===== src/rtl/key_event_decoder_if.sv =====
// rtl/key_event_decoder_if.sv - key event FIFO pop interface (valid/ready head plus overflow pulse)
interface key_event_decoder_if;
  logic       ev_valid;
  logic       ev_ready;
  logic [1:0] ev_code;
  logic       ev_ovf;

  modport master (
    output ev_valid,
    output ev_code,
    output ev_ovf,
    input  ev_ready
  );

  modport slave (
    input  ev_valid,
    input  ev_code,
    input  ev_ovf,
    output ev_ready
  );
endinterface


===== src/rtl/key_event_decoder.sv =====
// rtl/key_event_decoder.sv - classifies key presses as SHORT/DOUBLE/LONG into a 4-entry event FIFO
// Optional auto-repeat of LONG while held: define KEY_REPEAT_EN.
module key_event_decoder #(
  parameter int LONG_CNT    = 50_000_000,
  parameter int DBL_GAP_CNT = 12_500_000,
  parameter int REPEAT_CNT  = 10_000_000,
  parameter int CNT_W       = 26
) (
  input  logic                       clk,
  input  logic                       rst,
  input  logic                       key_n,
  key_event_decoder_if.master        ev
);

  localparam logic [1:0] CODE_SHORT  = 2'b01;
  localparam logic [1:0] CODE_DOUBLE = 2'b10;
  localparam logic [1:0] CODE_LONG   = 2'b11;

  localparam logic [CNT_W-1:0] LONG_LAST = CNT_W'(LONG_CNT - 1);
  localparam logic [CNT_W-1:0] GAP_LAST  = CNT_W'(DBL_GAP_CNT - 1);
`ifdef KEY_REPEAT_EN
  localparam logic [CNT_W-1:0] REP_LAST  = CNT_W'(REPEAT_CNT - 1);
`endif

  // Timer compares against count-1, so every count must fit in CNT_W bits.
  if (longint'(LONG_CNT) > (longint'(1) << CNT_W) ||
      longint'(DBL_GAP_CNT) > (longint'(1) << CNT_W) ||
      longint'(REPEAT_CNT) > (longint'(1) << CNT_W)) begin : g_cnt_w_check
    $error("CNT_W too narrow for the configured counts");
  end

  typedef enum logic [2:0] {IDLE, PRESS1, WAIT2, PRESS2, LONG_HELD} state_t;

  state_t           state;
  logic [CNT_W-1:0] timer;
  logic             key_d;
  logic             press_edge;
  logic             release_edge;
  logic             push;
  logic [1:0]       push_code;

  logic [1:0]       mem [4];
  logic [1:0]       wr_ptr;
  logic [1:0]       rd_ptr;
  logic [2:0]       count;
  logic             ovf_q;
  logic             full;
  logic             pop;
  logic             push_ok;

  assign press_edge   = key_d & ~key_n;
  assign release_edge = ~key_d & key_n;

  always_comb begin
    push      = 1'b0;
    push_code = 2'b00;
    case (state)
      PRESS1: if (!release_edge && timer == LONG_LAST) begin
        push      = 1'b1;
        push_code = CODE_LONG;
      end
      WAIT2: if (!press_edge && timer == GAP_LAST) begin
        push      = 1'b1;
        push_code = CODE_SHORT;
      end
      PRESS2: if (release_edge) begin
        push      = 1'b1;
        push_code = CODE_DOUBLE;
      end
`ifdef KEY_REPEAT_EN
      LONG_HELD: if (!release_edge && timer == REP_LAST) begin
        push      = 1'b1;
        push_code = CODE_LONG;
      end
`endif
      default: ;
    endcase
  end

  always_ff @(posedge clk or posedge rst) begin
    if (rst) begin
      state <= IDLE;
      timer <= '0;
      key_d <= 1'b1;
    end else begin
      key_d <= key_n;
      case (state)
        IDLE: if (press_edge) begin
          state <= PRESS1;
          timer <= '0;
        end
        PRESS1: begin
          if (release_edge) begin
            state <= WAIT2;
            timer <= '0;
          end else if (timer == LONG_LAST) begin
            state <= LONG_HELD;
            timer <= '0;
          end else begin
            timer <= timer + 1'b1;
          end
        end
        WAIT2: begin
          // A press arriving on the timeout cycle still makes a DOUBLE.
          if (press_edge) begin
            state <= PRESS2;
            timer <= '0;
          end else if (timer == GAP_LAST) begin
            state <= IDLE;
            timer <= '0;
          end else begin
            timer <= timer + 1'b1;
          end
        end
        PRESS2: if (release_edge) begin
          state <= IDLE;
          timer <= '0;
        end
        LONG_HELD: begin
          if (release_edge) begin
            state <= IDLE;
            timer <= '0;
          end
`ifdef KEY_REPEAT_EN
          else if (timer == REP_LAST) begin
            timer <= '0;
          end else begin
            timer <= timer + 1'b1;
          end
`endif
        end
        default: begin
          state <= IDLE;
          timer <= '0;
        end
      endcase
    end
  end

  assign full    = (count == 3'd4);
  assign pop     = ev.ev_valid & ev.ev_ready;
  // When full, a simultaneous pop frees the slot the push is about to fill.
  assign push_ok = push & (~full | pop);

  always_ff @(posedge clk) begin
    if (push_ok) mem[wr_ptr] <= push_code;
  end

  always_ff @(posedge clk or posedge rst) begin
    if (rst) begin
      wr_ptr <= '0;
      rd_ptr <= '0;
      count  <= '0;
      ovf_q  <= 1'b0;
    end else begin
      ovf_q <= push & full & ~pop;
      if (push_ok) wr_ptr <= wr_ptr + 1'b1;
      if (pop)     rd_ptr <= rd_ptr + 1'b1;
      case ({push_ok, pop})
        2'b10:   count <= count + 1'b1;
        2'b01:   count <= count - 1'b1;
        default: count <= count;
      endcase
    end
  end

  assign ev.ev_valid = (count != 3'd0);
  assign ev.ev_code  = ev.ev_valid ? mem[rd_ptr] : 2'b00;
  assign ev.ev_ovf   = ovf_q;

endmodule


===== src/flat_wrapper.sv =====
// flat-port wrapper written by rule: the top's interface ports become plain ports
module key_event_decoder_flat 
#(
  parameter int LONG_CNT    = 50_000_000,
  parameter int DBL_GAP_CNT = 12_500_000,
  parameter int REPEAT_CNT  = 10_000_000,
  parameter int CNT_W       = 26
)
  (clk, rst, key_n, ev_ev_valid, ev_ev_code, ev_ev_ovf, ev_ev_ready);
  key_event_decoder_if ev_i ();
  input  logic clk;
  input  logic rst;
  input  logic key_n;
  output wire logic [$bits(ev_i.ev_valid)-1:0] ev_ev_valid;
  output wire logic [$bits(ev_i.ev_code)-1:0] ev_ev_code;
  output wire logic [$bits(ev_i.ev_ovf)-1:0] ev_ev_ovf;
  input wire logic [$bits(ev_i.ev_ready)-1:0] ev_ev_ready;
  assign ev_ev_valid = ev_i.ev_valid;
  assign ev_ev_code = ev_i.ev_code;
  assign ev_ev_ovf = ev_i.ev_ovf;
  assign ev_i.ev_ready = ev_ev_ready;
  key_event_decoder #(.LONG_CNT(LONG_CNT), .DBL_GAP_CNT(DBL_GAP_CNT), .REPEAT_CNT(REPEAT_CNT), .CNT_W(CNT_W)) u_core (.clk(clk), .rst(rst), .key_n(key_n), .ev(ev_i));
endmodule

===== config.mk =====
export PLATFORM = sky130hd
export DESIGN_NAME = key_event_decoder_flat
export DESIGN_NICKNAME = d
export VERILOG_FILES = /design/src/rtl/key_event_decoder_if.sv /design/src/rtl/key_event_decoder.sv /design/src/flat_wrapper.sv
export SDC_FILE = /design/constraint.sdc
export NUM_CORES = 1
export LEC_CHECK = 0
export ABC_AREA = 1
export CELL_PAD_IN_SITES_DETAIL_PLACEMENT = 1
export CELL_PAD_IN_SITES_GLOBAL_PLACEMENT = 1
export CORE_UTILIZATION = 45
export CTS_CLUSTER_DIAMETER = 50
export CTS_CLUSTER_SIZE = 8
export DETAILED_ROUTE_END_ITERATION = 10
export PLACE_DENSITY_LB_ADDON = 0.1
export SYNTH_ARGS = -nofsm -noshare
export SYNTH_HDL_FRONTEND = slang
export SYNTH_SLANG_ARGS = --single-unit

===== constraint.sdc =====
create_clock -name clk -period 4.3 [get_ports clk]
set_input_delay 0.43 -clock clk [delete_from_list [all_inputs] [get_ports clk]]
set_output_delay 0.43 -clock clk [all_outputs]
set_load 0.02 [all_outputs]

Word level (Yosys, flattened, before mapping)
Memory sizes are Yosys's and may differ from the RTL's.
Index checks and enable logic that the tools add are counted.
- muxes and demuxes: 26
- bitwise gates (word level): 11
- $add $sub $neg: 5
- reductions and logical operators: 10
- eq/ne operators: 13
- operators by type and width (operator ; number):
    $mux 26 ; 6
    $pmux 26 s4 ; 1
    $add 26x1->26 const B ; 1
    $eq 26x24->1 const B ; 1
    $eq 26x26->1 const B ; 1
    $mux 3 ; 6
    $pmux 3 s4 ; 1
    $and 1x1->1 ; 6
    $eq 3x2->1 const B ; 2
    $eq 3x3->1 const B ; 2
    $mux 1 ; 6
    $mux 2 ; 3
    $ne 3x1->1 const B ; 2
    $pmux 2 s3 ; 1
    $pmux 3 s2 ; 1
    $add 2x1->2 const B ; 2
    $ne 2x1->1 const B ; 2
    $not 1->1 ; 4
    $reduce_and 4->1 ; 1
    $add 3x1->3 const B ; 1
    $eq 3x1->1 const B ; 1
    $logic_not 3->1 ; 1
    $pmux 1 s3 ; 1
    $reduce_bool 3->1 ; 1
    9 further kinds ; 11
- memories kept: 1
- bits in registers: 38
- bits in writable memories: 8
- output and inout bits: 4
- word-level logic and storage cells: 73
- memories (memory ; words ; bits a word ; rd ports ; clocked after memory_dff ; wr ports ; RTL line ; RTL):
    u_core.mem ; 4 ; 2 ; 1 ; 0 ; 1 ; key_event_decoder.sv:42 ; logic [1:0] mem [4];

Logic depth before layout (Yosys ltp)
- depth after elaboration: 9
- gate-level depth with buffers: 13
- depth with buffers taken out: 13

Worst setup path before layout
Ideal clock, no wire load.
- path type: flip-flop to flip-flop
- from: reg u_core.timer[0]
- to: reg u_core.count[2]
- setup slack: 2.342 ns
- stages on the path, launching flop included: 13
- buffers on the path: 0
- data arrival time: 1.840 ns
- setup time: 0.117 ns
- cell sequence: dfrtp_1 -> ha_1 -> nand2_1 -> nor2_1 -> nand2_1 -> nor2_2 -> nand3_1 -> nand4_1 -> fa_1 -> inv_1 -> nand4_1 -> nand3_1 -> nand2_1
- word-level cells in the longest chain between the ends: 7
- elaborated cells on any way between the ends: 12
- classes of those cells: 4 x eq/ne; 4 x mux; 1 x bitwise; 3 x reduce/logical
- RTL lines (item ; RTL line ; RTL):
    start: declaration ; key_event_decoder.sv:35 ; logic [CNT_W-1:0] timer;
    start signal: assignment ; key_event_decoder.sv:100 ; timer <= timer + 1'b1;
    start signal: assignment ; key_event_decoder.sv:112 ; timer <= timer + 1'b1;
    $eq 26x24->1 / $eq 26x26->1 (equally long branches) ; key_event_decoder.sv:62, key_event_decoder.sv:58 ;
    $logic_and 1x1->1, on equally long branches ; key_event_decoder.sv:62, key_event_decoder.sv:58 ;
    $mux 1, on equally long branches ; key_event_decoder.sv:62, key_event_decoder.sv:58 ;
    $pmux 1 s3 (*) ; key_event_decoder.sv:57 ; case (state)
    $and 1x1->1 (*) ; key_event_decoder.sv:143 ; assign push_ok = push & (~full | pop);
    $eq 2x1->1 / $eq 2x2->1 (equally long branches) ; key_event_decoder.sv:159 ; case ({push_ok, pop})
    $pmux 3 s2 / $reduce_bool 2->1 (equally long branches) ; n/a ;
    end signal: assignment ; key_event_decoder.sv:160 ; 2'b10: count <= count + 1'b1;
    end signal: assignment ; key_event_decoder.sv:161 ; 2'b01: count <= count - 1'b1;
    end signal: assignment ; key_event_decoder.sv:162 ; default: count <= count;
    end: declaration ; key_event_decoder.sv:45 ; logic [2:0] count;
Mark *: on every way between the ends. The rest lies on a longest branch, timed or not.
A chain may end at the register's enable or synchronous reset.

Final worst setup path
Ends and elaborated chain as after synthesis.

==> results.py <==
metrics = {
    "status": {
        "status": "finished, final reports clean",
    },
    "clock_network": {
        "postCtsResizedCells": 0,
        "insertion_delay_ps": 310,
        "htree_levels": 2,
        "cts_tree": "yes",
        "cts_made_buffers": 5,
        "cts_hold_buf": 0,
        "cts-root-buf": "clkbuf_8",
        "postCtsSetupRepairBufs": 0,
        "cts_sinks": 46,
        "cts.clk_slew.worst_paths_ps": 90,
        "clk_path_buf_depth": 2,
    },
    "critical_path": {
        "cp-start-kind": "flop",
        "critical_path.most_common_cell": "nand2_1",
        "cp.required_ps": 4510,
        "criticalPathCategory": "flop to flop",
        "reg2reg_slack_ps": 2060,
        "crit_end": "u_core.count[2]",
        "cp_slowest_cell": "fa_1",
        "critPathLaunch": "u_core.timer[0]",
        "critical_path.endpoint_type": "flop",
        "max_stage_delay_ps": 470,
        "reg2reg_from": "u_core.timer[0]",
        "reg2reg_depth": 12,
        "crit_arrival_ps": 2460,
        "cp_cell_sequence": "ha_1, nand2_1, nor2_1, nand2_1, nor2_2, nand3_1, nand4_1, fa_1, inv_1, nand4_1, nand3_1, nand2_1",
        "crit_fanout": 4,
        "reg2reg_to": "u_core.count[2]",
    },
    "detailed_routing": {
        "drt_iter0_markers": 109,
        "wirelength_mm": 7.02,
        "wire_per_inst_um": 15.4,
        "vias_per_cell": 5.30,
        "num_vias": 2410,
        "route.detailed.drc": 0,
        "ant_nets": 0,
        "firstDrtPassIters": 4,
    },
    "floorplan": {
        "chipWidth_um": 81.2,
        "io_pins": 8,
        "die_h_um": 81.2,
        "dieArea_um2": 6590,
        "start_util": 0.471,
        "rows": 28,
        "core_area_um2": 5990,
    },
    "grt": {
        "grt_pass1_wl_mm": 11.9,
        "grt_overflow": 0,
        "antenna_found_initial": 0,
        "grt_pass1_vias": 2483,
        "grt_usage": 0.242,
        "grt_max_degree": 35,
    },
    "cells_and_area": {
        "nFillCells": 762,
        "final_util": 0.510,
        "drive_gt1_frac": 0.111,
        "final_area_um2": 3060,
        "final_cell_count_no_fill": 455,
        "layout.nets": 389,
        "n_antenna_cell": 0,
        "area_growth_pct": 8.33,
    },
    "sta": {
        "setup_viol": 0,
        "worst_slack_ps": 2060,
        "finalSetupTns_ps": 0,
        "timing.final.crit_share": 0.522,
        "hold_viol": 0,
        "holdWs_ps": 299,
        "drv_slew": 0,
        "worst_clock_skew_ps": 5.46,
        "fin_crit_ps": 2240,
        "rsz0062_at_grt": "no",
        "tightestPinTransition_ps": 507,
        "fmax_mhz": 446,
        "slew_headroom": 0.660,
    },
    "synthesis": {
        "yosys-top-cells-area": "dfrtp_1 33%, nand2_1 9.6%, edfxtp_1 8.5%",
        "syn_avg_cell_area_um2": 7.69,
        "synthDominantCellAreaShare": 0.328,
        "synth_ff_type": "dfrtp_1",
        "synth_most_common_cell": "nand2_1",
        "synth-edff-count": 8,
        "synth_warnings": 0,
        "mappedNetlistNets": 377,
        "synth_commonest_cells": "72 x nand2_1, 55 x nor2_1, 50 x inv_1, 37 x dfrtp_1, 32 x nand3_1",
        "yosysSeqAreaShare": 0.422,
        "yosysUniqueCellTypes": 40,
        "synth_area_leader_cell": "dfrtp_1",
        "async_flop_share": 0.826,
        "ys_ff_latch": 46,
        "syn_area_um2": 2820,
        "synthCells": 367,
    },
    "placed_design": {
        "gp_congestion": 0.848,
        "io_buffers": 7,
        "dp_cells": 447,
        "hpwl_mm": 5.41,
        "pre_cts_ws_ps": 1830,
        "placed_area_um2": 2960,
    },
    "power_and_ir_drop": {
        "ir_drop_mv": 0.280,
        "p_total_mw": 1.40,
        "power.leakage_nw": 1.31,
        "power_density_nw_per_um2": 457,
    },
    "run": {
        "maxCapViolCount": 0,
    },
    "worst_hold_path": {
        "hold_path_class": "input pin to asynchronous set/reset pin",
    },
}
-- routing by layer --
metal  wire (um)  global-route usage
met5           0                   0
met1        3570               0.335
met2        3160               0.378
met3         168              0.0517
met4         120              0.0696
-- how the worst min path moves through the flow --
stage	from	to	slack, ps	cells past startpoint
6_report	rst	u_core.count[2]	300	2
3_5_place_dp	u_core.rd_ptr[1]	u_core.rd_ptr[1]	520	1
4_1_cts	rst	u_core.ev.ev_ovf	300	2
2_1_floorplan	key_n	u_core.key_d	430	0
3_3_place_gp	u_core.timer[0]	u_core.timer[0]	510	1
5_1_grt	rst	u_core.count[2]	310	2
-- placed cells by master, fill, tap and decap left out, types with 9 or more instances in the layout --
| cell | instances |
|---|---|
| nor2_1 | 55 |
| a21oi_1 | 9 |
| nand3_1 | 32 |
| nand2_1 | 72 |
| nor3_1 | 11 |
| dfrtp_1 | 37 |
| inv_1 | 50 |
| xor2_1 | 10 |
| nand4_1 | 9 |
| o21ai_0 | 20 |
-- cells by family (layout without fill, tap and decap cells) --
group,count (synthesis),count (layout),synth area share
buffers and inverters,58,71,0.0878
and+or+nand+nor,208,208,0.352
adders and majority gates,6,6,0.0293
xor gates and xnor gates,11,11,0.0341
AOI/OAI and AO/OA,38,38,0.0745
DFF,46,46,0.422
-- sequential cells by signal (all words and copies together), names as in the netlist --
register and cells:
u_core.state 3, u_core.key_d 1, u_core.count 3, u_core.mem 8
u_core.wr_ptr 2, u_core.ev.ev_ovf 1, u_core.rd_ptr 2, u_core.timer 26
-- cell type report --
type / count / area (um2) / area share
Clock inverter: 3 / 26.3 / 0.00859
Inverter: 55 / 216 / 0.0708
Multi-Input combinational cell: 263 / 1380 / 0.452
Timing Repair Buffer: 8 / 77.6 / 0.0254
Tap cell: 75 / 93.8 / 0.0307
Sequential cell: 46 / 1190 / 0.390
Clock buffer: 5 / 68.8 / 0.0225
-- where the power goes --
| group | leakage [nW] | switching [mW] | internal [mW] |
|---|---|---|---|
| clock | 0.0495 | 0.168 | 0.121 |
| combinational | 0.676 | 0.385 | 0.176 |
| sequential | 0.582 | 0.0526 | 0.497 |
-- worst max-delay path: cells and delay by family, from the launching register on --
| kind | cells | cell delay, ps |
|---|---|---|
| adder cells (fa/ha/maj) | 2 | 700 |
| AND/OR/NAND/NOR | 9 | 930 |
| buffers and inverters | 1 | 100 |
| flip-flops | 1 | 420 |
Power figures use the tool's default switching activity.
==> RTL change (same flow settings) <==
The 5 states of `state_t` get a Gray code encoding in 3 bits.
--- a/src/rtl/key_event_decoder.sv
+++ b/src/rtl/key_event_decoder.sv
@@ -31,3 +31,3 @@
 
-  typedef enum logic [2:0] {IDLE, PRESS1, WAIT2, PRESS2, LONG_HELD} state_t;
+  typedef enum logic [2:0] {IDLE = 3'b000, PRESS1 = 3'b001, WAIT2 = 3'b011, PRESS2 = 3'b010, LONG_HELD = 3'b110} state_t;
 
Check against the original RTL: no difference found for any inputs over 10 cycles, from zero or initial values and one cycle with rst high; not proved beyond that.
==> RTL change against the original RTL <==
Design area is 4.1% lower. Setup slack better by 0.012 ns. Power is 2.2% lower. Synthesized area is 4.2% lower. Global-route usage is 0.89 points lower. Sequential cell count stayed put. Critical path depth is 2 higher. Non-clock buffer count stayed put. Wire length is 7.2% lower. Highest routed layer unchanged.
==> RTL change: results (changes against the original RTL) <==
The headroom to the max-slew limit came out at 66.1% (+0.12 points). The total number of vias was 2234 (-7.3%). The vias per cell is 5.26 (-0.76%). The portion of the post-synthesis area used by sequential elements came out at 44.1% (+1.8 points). The count of nets after finishing was 362 (-6.9%). The number of distinct library cells after synthesis came out at 33 (-18%). The total length of routed met2 wires came to 3010 um (-4.5%).

The met2 global-route usage is 36.8% (-1.1 points). The number of inverters outside the clock class in the layout came out at 52 (-5.5%). The register fraction of the total cell area is 40.7% (+1.7 points). The area share of buffers outside the clock network came out at 2.65% (+0.11 points). The static leakage power is 1.28 nW (-1.7%).

The clock-cell share of area is 3.07% (-0.038 points). The global placement routability congestion came out at 0.884 (+4.3%). The run finished with clean final reports. The maximum resistive drop on vdd is 239 uV (-15%). Ranked by instance count, the synthesized netlist is headed by 64 x sky130_fd_sc_hd__nand2_1, 52 x sky130_fd_sc_hd__nor2_1, 50 x sky130_fd_sc_hd__inv_1, 37 x sky130_fd_sc_hd__dfrtp_1, 16 x sky130_fd_sc_hd__nand3_1. The met1 track utilization from global routing came to 33.1% (-0.40 points). The half-perimeter wire length after placement is 5000 um (-7.7%). The met3 usage in global routing came out at 3.54% (-1.6 points).

The met1 layer wirelength in the final routing came out at 3260 um (-8.6%). The min-delay analysis places its worst path in the category reg -> reg. The number of global-route vias before repair was 2299 (-7.4%).

The largest net degree at the start of global routing came out at 39 (+11%). The depth of the most critical reg-to-reg path came out at 14 (+2).
## RTL change: report_power, final
part	switching [mW]	leakage [nW]	total [mW]	internal (mW)
Combinational	0.369	0.669	0.533	0.164
Clock	0.159	0.0441	0.274	0.115
Sequential	0.0597	0.572	0.562	0.502
## RTL change: how the worst min path moves through the flow
stage / endpoint / slack, ns / from
floorplan: u_core.key_d / 0.43 / key_n
global placement: u_core.count[0] / 0.49 / u_core.count[0]
detailed placement: u_core.count[0] / 0.49 / u_core.count[0]
CTS: u_core.count[0] / 0.51 / u_core.count[0]
global route: u_core.count[0] / 0.53 / u_core.count[0]
finish: u_core.count[0] / 0.50 / u_core.count[0]
## RTL change: worst max-delay path, delay by kind of cell, from the launching register on
family	cells	cell delay, ns
simple gates	10	0.92
flops	1	0.42
fa+ha+maj	2	0.68
buf+inv	2	0.10
## RTL change: cells by family after synthesis
group | count (synthesis) | share of synthesized area (%)
adder cells (fa/ha/maj) | 6 | 3.05
buffers and inverters | 55 | 8.33
XOR/XNOR | 14 | 4.53
AND/OR/NAND/NOR | 191 | 34.6
AO/OA/AOI/OAI | 28 | 5.41
flip-flops | 46 | 44.1
## RTL change: metrics by stage
| step | hold slack (ns) | worst slack, ns | cell area, sq um |
|---|---|---|---|
| floorplan | 0.434 | 2.34 | 2710 |
| global placement | 0.494 | 1.88 | 2840 |
| detailed placement | 0.492 | 1.78 | 2840 |
| CTS | 0.505 | 2.05 | 2930 |
| global route | 0.526 | 1.83 | 2930 |
| finish | 0.497 | 2.07 | 2930 |
